### config.mk
export PLATFORM = sky130hd
export DESIGN_NAME = serial_alu
export DESIGN_NICKNAME = d
export VERILOG_FILES = /design/src/rtl/serial_alu.sv
export SDC_FILE = /design/constraint.sdc
export NUM_CORES = 1
export LEC_CHECK = 0
export ABC_AREA = 1
export CORE_UTILIZATION = 35
export CTS_CLUSTER_DIAMETER = 100
export DETAILED_ROUTE_END_ITERATION = 6
export PLACE_DENSITY = 0.66
export RECOVER_POWER = 25
export SYNTH_ARGS = -nofsm -noshare
export SYNTH_HDL_FRONTEND = slang
export SYNTH_SLANG_ARGS = --single-unit
### constraint.sdc
create_clock -name i_clk -period 3.93 [get_ports i_clk]
set_clock_uncertainty 0.1 [all_clocks]
set_input_delay 0.5895 -clock i_clk [delete_from_list [all_inputs] [get_ports i_clk]]
set_output_delay 0.5895 -clock i_clk [all_outputs]
set_load 0.02 [all_outputs]
### src/rtl/serial_alu.sv
// Bit-serial ALU: consumes LSB-first operand streams from the GPR file, emits one
// result bit per cycle, drives GPR shift/write for WIDTH cycles and holds carry/zero flags.
//
// state  | meaning
// -------+--------------------------------------------------------------
// S_IDLE | waiting for i_start; op, carry seed and zero accumulator load
// S_RUN  | WIDTH cycles, one operand/result bit per cycle
// S_DONE | one-cycle completion pulse, flags already valid

module serial_alu #(
    parameter  int WIDTH = 8,
    localparam int CNT_W = $clog2(WIDTH)
) (
    input  logic             i_clk,
    input  logic             i_rst,
    input  logic             i_start,
    input  logic [1:0]       i_op,
    input  logic             i_a_bit,
    input  logic             i_b_bit,
    output logic             o_shift,
    output logic             o_write,
    output logic             o_res_bit,
    output logic [CNT_W-1:0] o_bit_idx,
    output logic             o_busy,
    output logic             o_done,
    output logic             o_carry,
    output logic             o_zero
);

    localparam logic [1:0] OP_ADD = 2'b00;
    localparam logic [1:0] OP_SUB = 2'b01;
    localparam logic [1:0] OP_AND = 2'b10;
    localparam logic [1:0] OP_XOR = 2'b11;

    localparam logic [CNT_W-1:0] LAST_IDX = CNT_W'(WIDTH - 1);

    typedef enum logic [1:0] {
        S_IDLE = 2'b00,
        S_RUN  = 2'b01,
        S_DONE = 2'b10
    } state_t;

    state_t           state_q;
    state_t           state_d;
    logic [CNT_W-1:0] cnt_q;
    logic [1:0]       op_q;
    logic             carry_q;
    logic             zacc_q;
    logic             carry_flag_q;
    logic             zero_flag_q;

    logic             run;
    logic             last_bit;
    logic             is_arith;
    logic             b_eff;
    logic             sum_bit;
    logic             carry_nxt;
    logic             res_raw;
    logic             res_bit;
    logic             shift_en;
    logic             busy;
    logic             done;

    always_ff @(posedge i_clk) begin
        if (!i_rst) begin
            state_q <= S_IDLE;
        end else begin
            state_q <= state_d;
        end
    end

    always_comb begin
        state_d  = state_q;
        shift_en = 1'b0;
        busy     = 1'b0;
        done     = 1'b0;
        case (state_q)
            S_IDLE: begin
                if (i_start) begin
                    state_d = S_RUN;
                end
            end
            S_RUN: begin
                shift_en = 1'b1;
                busy     = 1'b1;
                if (last_bit) begin
                    state_d = S_DONE;
                end
            end
            S_DONE: begin
                done    = 1'b1;
                state_d = S_IDLE;
            end
            default: begin
                state_d = S_IDLE;
            end
        endcase
    end

    assign run      = (state_q == S_RUN);
    assign last_bit = (cnt_q == LAST_IDX);

    // SUB is a + ~b + 1: invert b and seed the carry with 1 at start.
    assign is_arith  = ~op_q[1];
    assign b_eff     = i_b_bit ^ (op_q == OP_SUB);
    assign sum_bit   = i_a_bit ^ b_eff ^ carry_q;
    assign carry_nxt = (i_a_bit & b_eff) | (i_a_bit & carry_q) | (b_eff & carry_q);

    always_comb begin
        res_raw = 1'b0;
        case (op_q)
            OP_ADD:  res_raw = sum_bit;
            OP_SUB:  res_raw = sum_bit;
            OP_AND:  res_raw = i_a_bit & i_b_bit;
            OP_XOR:  res_raw = i_a_bit ^ i_b_bit;
            default: res_raw = 1'b0;
        endcase
    end

    assign res_bit = run ? res_raw : 1'b0;

    always_ff @(posedge i_clk) begin
        if (!i_rst) begin
            cnt_q        <= '0;
            op_q         <= OP_ADD;
            carry_q      <= 1'b0;
            zacc_q       <= 1'b0;
            carry_flag_q <= 1'b0;
            zero_flag_q  <= 1'b0;
        end else begin
            case (state_q)
                S_IDLE: begin
                    if (i_start) begin
                        op_q    <= i_op;
                        cnt_q   <= '0;
                        carry_q <= (i_op == OP_SUB);
                        zacc_q  <= 1'b1;
                    end
                end
                S_RUN: begin
                    carry_q <= is_arith ? carry_nxt : 1'b0;
                    zacc_q  <= zacc_q & ~res_bit;
                    if (last_bit) begin
                        // Wrap explicitly so non-power-of-two widths restart cleanly.
                        cnt_q        <= '0;
                        carry_flag_q <= is_arith ? carry_nxt : 1'b0;
                        zero_flag_q  <= zacc_q & ~res_bit;
                    end else begin
                        cnt_q <= cnt_q + 1'b1;
                    end
                end
                default: begin
                end
            endcase
        end
    end

    assign o_shift   = shift_en;
    assign o_write   = shift_en;
    assign o_busy    = busy;
    assign o_done    = done;
    assign o_res_bit = res_bit;
    assign o_bit_idx = run ? cnt_q : '0;
    assign o_carry   = carry_flag_q;
    assign o_zero    = zero_flag_q;

endmodule

==> out/results.md <==
## Cells and area
* **ratio of cells with drive above 1 in the final layout** 0.0842
* **final design instance area without fill** 753 sq um
* **Reg area** 220 sq um
* **Filler cells** 151
* **diode count** 0
* **Syn-to-layout area delta** 32.9%
* **number of nets in the final layout** 107
* **area of the multi-input gates** 267 sq um
* **Finished Layout Cells** 111

## Synth
* **synth warn** 0
* **share of synthesized area occupied by flip-flops and latches** 0.389
* **synthesized area per cell** 7.36 sq um
* **Syn Nets** 88
* **distinct cell type count after synthesis** 18
* **post-synthesis cell area** 567 sq um
* **post-synthesis sequential element count** 11
* **cells after synthesis** 77

## Clock tree
* **number of clock buffers inserted by TritonCTS** 3
* **clock tree from TritonCTS** yes
* **root buf cell** clkbuf_4
* **clock transition time at the flip-flop clock pins of the worst setup and hold paths** 0.07 ns
* **# resized after CTS** 0
* **H-tree level count** 1
* **number of buffers inserted to repair setup after CTS** 0
* **Post-CTS Hold Buffers** 0
* **buffer depth of the longest clock path** 2
* **clock sink count** 11
* **clock latency of the later-clocked register in the worst-skew pair** 0.26 ns

## Hold path
* **Min-Delay Path Class** flop to flop

## Global routing
* **largest net degree at the start of global routing** 8
* **overall global routing resource usage** 0.146
* **global-route congestion overflow total** 0
* **vias in the first global route** 470
* **wire length of the first global-routing pass** 1930 um
* **number of antenna violations at the first check in global routing** 0

## Floorplan
* **initial standard-cell utilization of the core** 0.376
* **chip height** 42.2 um
* **total I/O pin count** 17
* **cell row count** 14
* **core region area** 1510 sq um
* **Die Width** 42.2 um
* **floorplan die area** 1780 sq um

## Placed design
* **Placed Cells** 107
* **total cell area at the placement stage** 732 sq um
* **IO buf count** 16
* **last weighted congestion value of the routability-driven placer** 0.720
* **DP Wirelength** 890 um

## Routing
* **DRT iter0 DRCs** 4
* **routed length per instance** 10.3 um
* **DRC errors left** 0
* **Via Count** 518
* **first-pass detailed-route iteration total** 4
* **count of antenna-violating nets left after detailed routing** 0
* **total wire length** 1140 um
* **average via count per standard cell** 4.67

## Timing
* **worst-margin pin slew** 0.374 ns
* **RSZ-0062 raised after global routing** no
* **final hold slack** 0.369 ns
* **Slew Limit Fails** 0
* **Fmax achieved** 0.301 GHz
* **final count of hold timing violations** 0
* **setup TNS after final layout** 0 ns
* **min cycle time layout** 3.32 ns
* **final setup violation count** 0
* **Tcrit/Tclk final** 0.845
* **headroom to the max-slew limit** 0.748

## Flow run
* **Max Cap Violations** 0

## Worst setup path
* **arrival time worst endpoint** 2.63 ns
* **Largest delay share family, worst path** buffers and inverters
* **crit path max-delay cell type** clkdlybuf4s50_1
* **CP Data Required Time** 3.24 ns
* **worst setup path class** input pin to primary output
* **crit path max fanout** 2
* **kind of capture point of the worst setup path** primary output
* **number of buffer and inverter stages on the critical path** 4
* **Critical Path, Cell by Cell** clkdlybuf4s50_1 -> xor2_1 -> inv_1 -> fa_1 -> nor2_1 -> nor2_1 -> nand2_1 -> inv_1 -> clkdlybuf4s50_1
* **kind of start point of the critical path** input pin
* **slowest stage delay, CP** 0.59 ns

## Pwr
* **maximum vdd drop** 0.180 mV
* **cell leakage power** 0.000328 uW
* **power per unit of standard cell area** 330 nW/um^2
* **overall power** 249 uW

## Outcome
* **result of the run** finished, final reports clean

-- placed cells by master (no fill, tap or decap) --
master / netlist / final
clkdlybuf4s50_1: 0 / 14
nor2_2: 1 / 1
nor2_4: 1 / 1
dlygate4sd3_1: 0 / 2
inv_2: 2 / 2
clkbuf_1: 0 / 1
nand3_1: 4 / 5
nand2_1: 13 / 13
inv_1: 14 / 14
nor3_1: 1 / 1
clkbuf_4: 0 / 3
nand2_2: 1 / 1
ha_1: 3 / 3
xor2_1: 1 / 1
o21a_1: 1 / 1
a21oi_1: 8 / 8
dfxtp_1: 11 / 11
nor2_1: 8 / 8
o21ai_0: 4 / 4
fa_1: 1 / 1
-- Yosys cell counts, drive strengths merged --
library cell,n,area (sq um)
buf,2,15.0
nor2,10,47.6
nor3,1,5.00
xor2,1,8.76
fa,1,20.0
dfxtp,11,220
nand3,5,30.0
o21a,1,7.51
ha,3,37.5
a21oi,8,40.0
nand2,14,55.1
o21ai,4,20.0
inv,16,60.1
-- stage by stage --
stage                      util  worst slack [ns]
after floorplan               -              1.67
after global placement    0.486             0.623
after detailed placement  0.486             0.620
after CTS                 0.503             0.595
after global routing      0.500             0.493
final                     0.500             0.607
-- worst register-to-register path: stages (launching register included) --
cell and delay [ns]:
dfxtp_1 0.35, inv_1 0.09, nand2_1 0.07, xor2_1 0.15, inv_1 0.07, fa_1 0.48
nor2_1 0.04, nor2_1 0.09, nand2_1 0.07, nand2_1 0.08, a21oi_1 0.06
-- flip-flops by register name (all words and copies together) (netlist names) --
| signal | cells |
|---|---|
| state_q | 2 |
| carry_q | 1 |
| cnt_q | 3 |
| o_zero | 1 |
| o_carry | 1 |
| zacc_q | 1 |
| op_q | 2 |
-- cells by family (layout without fill, tap and decap cells) --
kind of cell | after synthesis | after routing | share of synthesized area
compound gates | 13 | 13 | 0.119
xor+xnor | 1 | 1 | 0.0155
fa+ha+maj | 4 | 4 | 0.102
buf+inv | 18 | 36 | 0.132
flops | 11 | 11 | 0.389
simple gates | 30 | 30 | 0.243
-- power by group --
group / leakage, uW / switching [uW] / internal (uW)
combinational: 0.000223 / 27.8 / 22.3
clock: 0.0000150 / 38.5 / 39.2
sequential: 0.0000900 / 3.90 / 117
-- routing by layer --
layer	vias up	share of wire	global-route usage
li1	271	-	-
met1	238	0.47	0.171
met2	9	0.51	0.234
met3	0	0.025	0.0259
met4	0	0	0.113
met5	-	0	0
-- final cells by class --
class                   instances  area share
well taps                      16      0.0266
repair buffers                 16       0.213
clock buffers                   4      0.0349
flip-flops and latches         11       0.292
multi-input cells              48       0.354
inverters                      16      0.0797
-- path summary, 6_finish.rpt --
| kind | startpoint | to | slack (ns) | depth (start not counted) |
|---|---|---|---|---|
| hold / removal | o_carry$_SDFFE_PN0P_ | o_carry$_SDFFE_PN0P_ | 0.37 | 2 |
| hold reg to reg | o_carry$_SDFFE_PN0P_ | o_carry$_SDFFE_PN0P_ | 0.37 | 2 |
| setup / recovery | i_b_bit | o_res_bit | 0.61 | 9 |
| setup reg to reg | op_q[1]$_SDFFE_PN0P_ | zacc_q$_SDFFE_PN0P_ | 2.16 | 10 |
(Power assumes the default switching activity.)
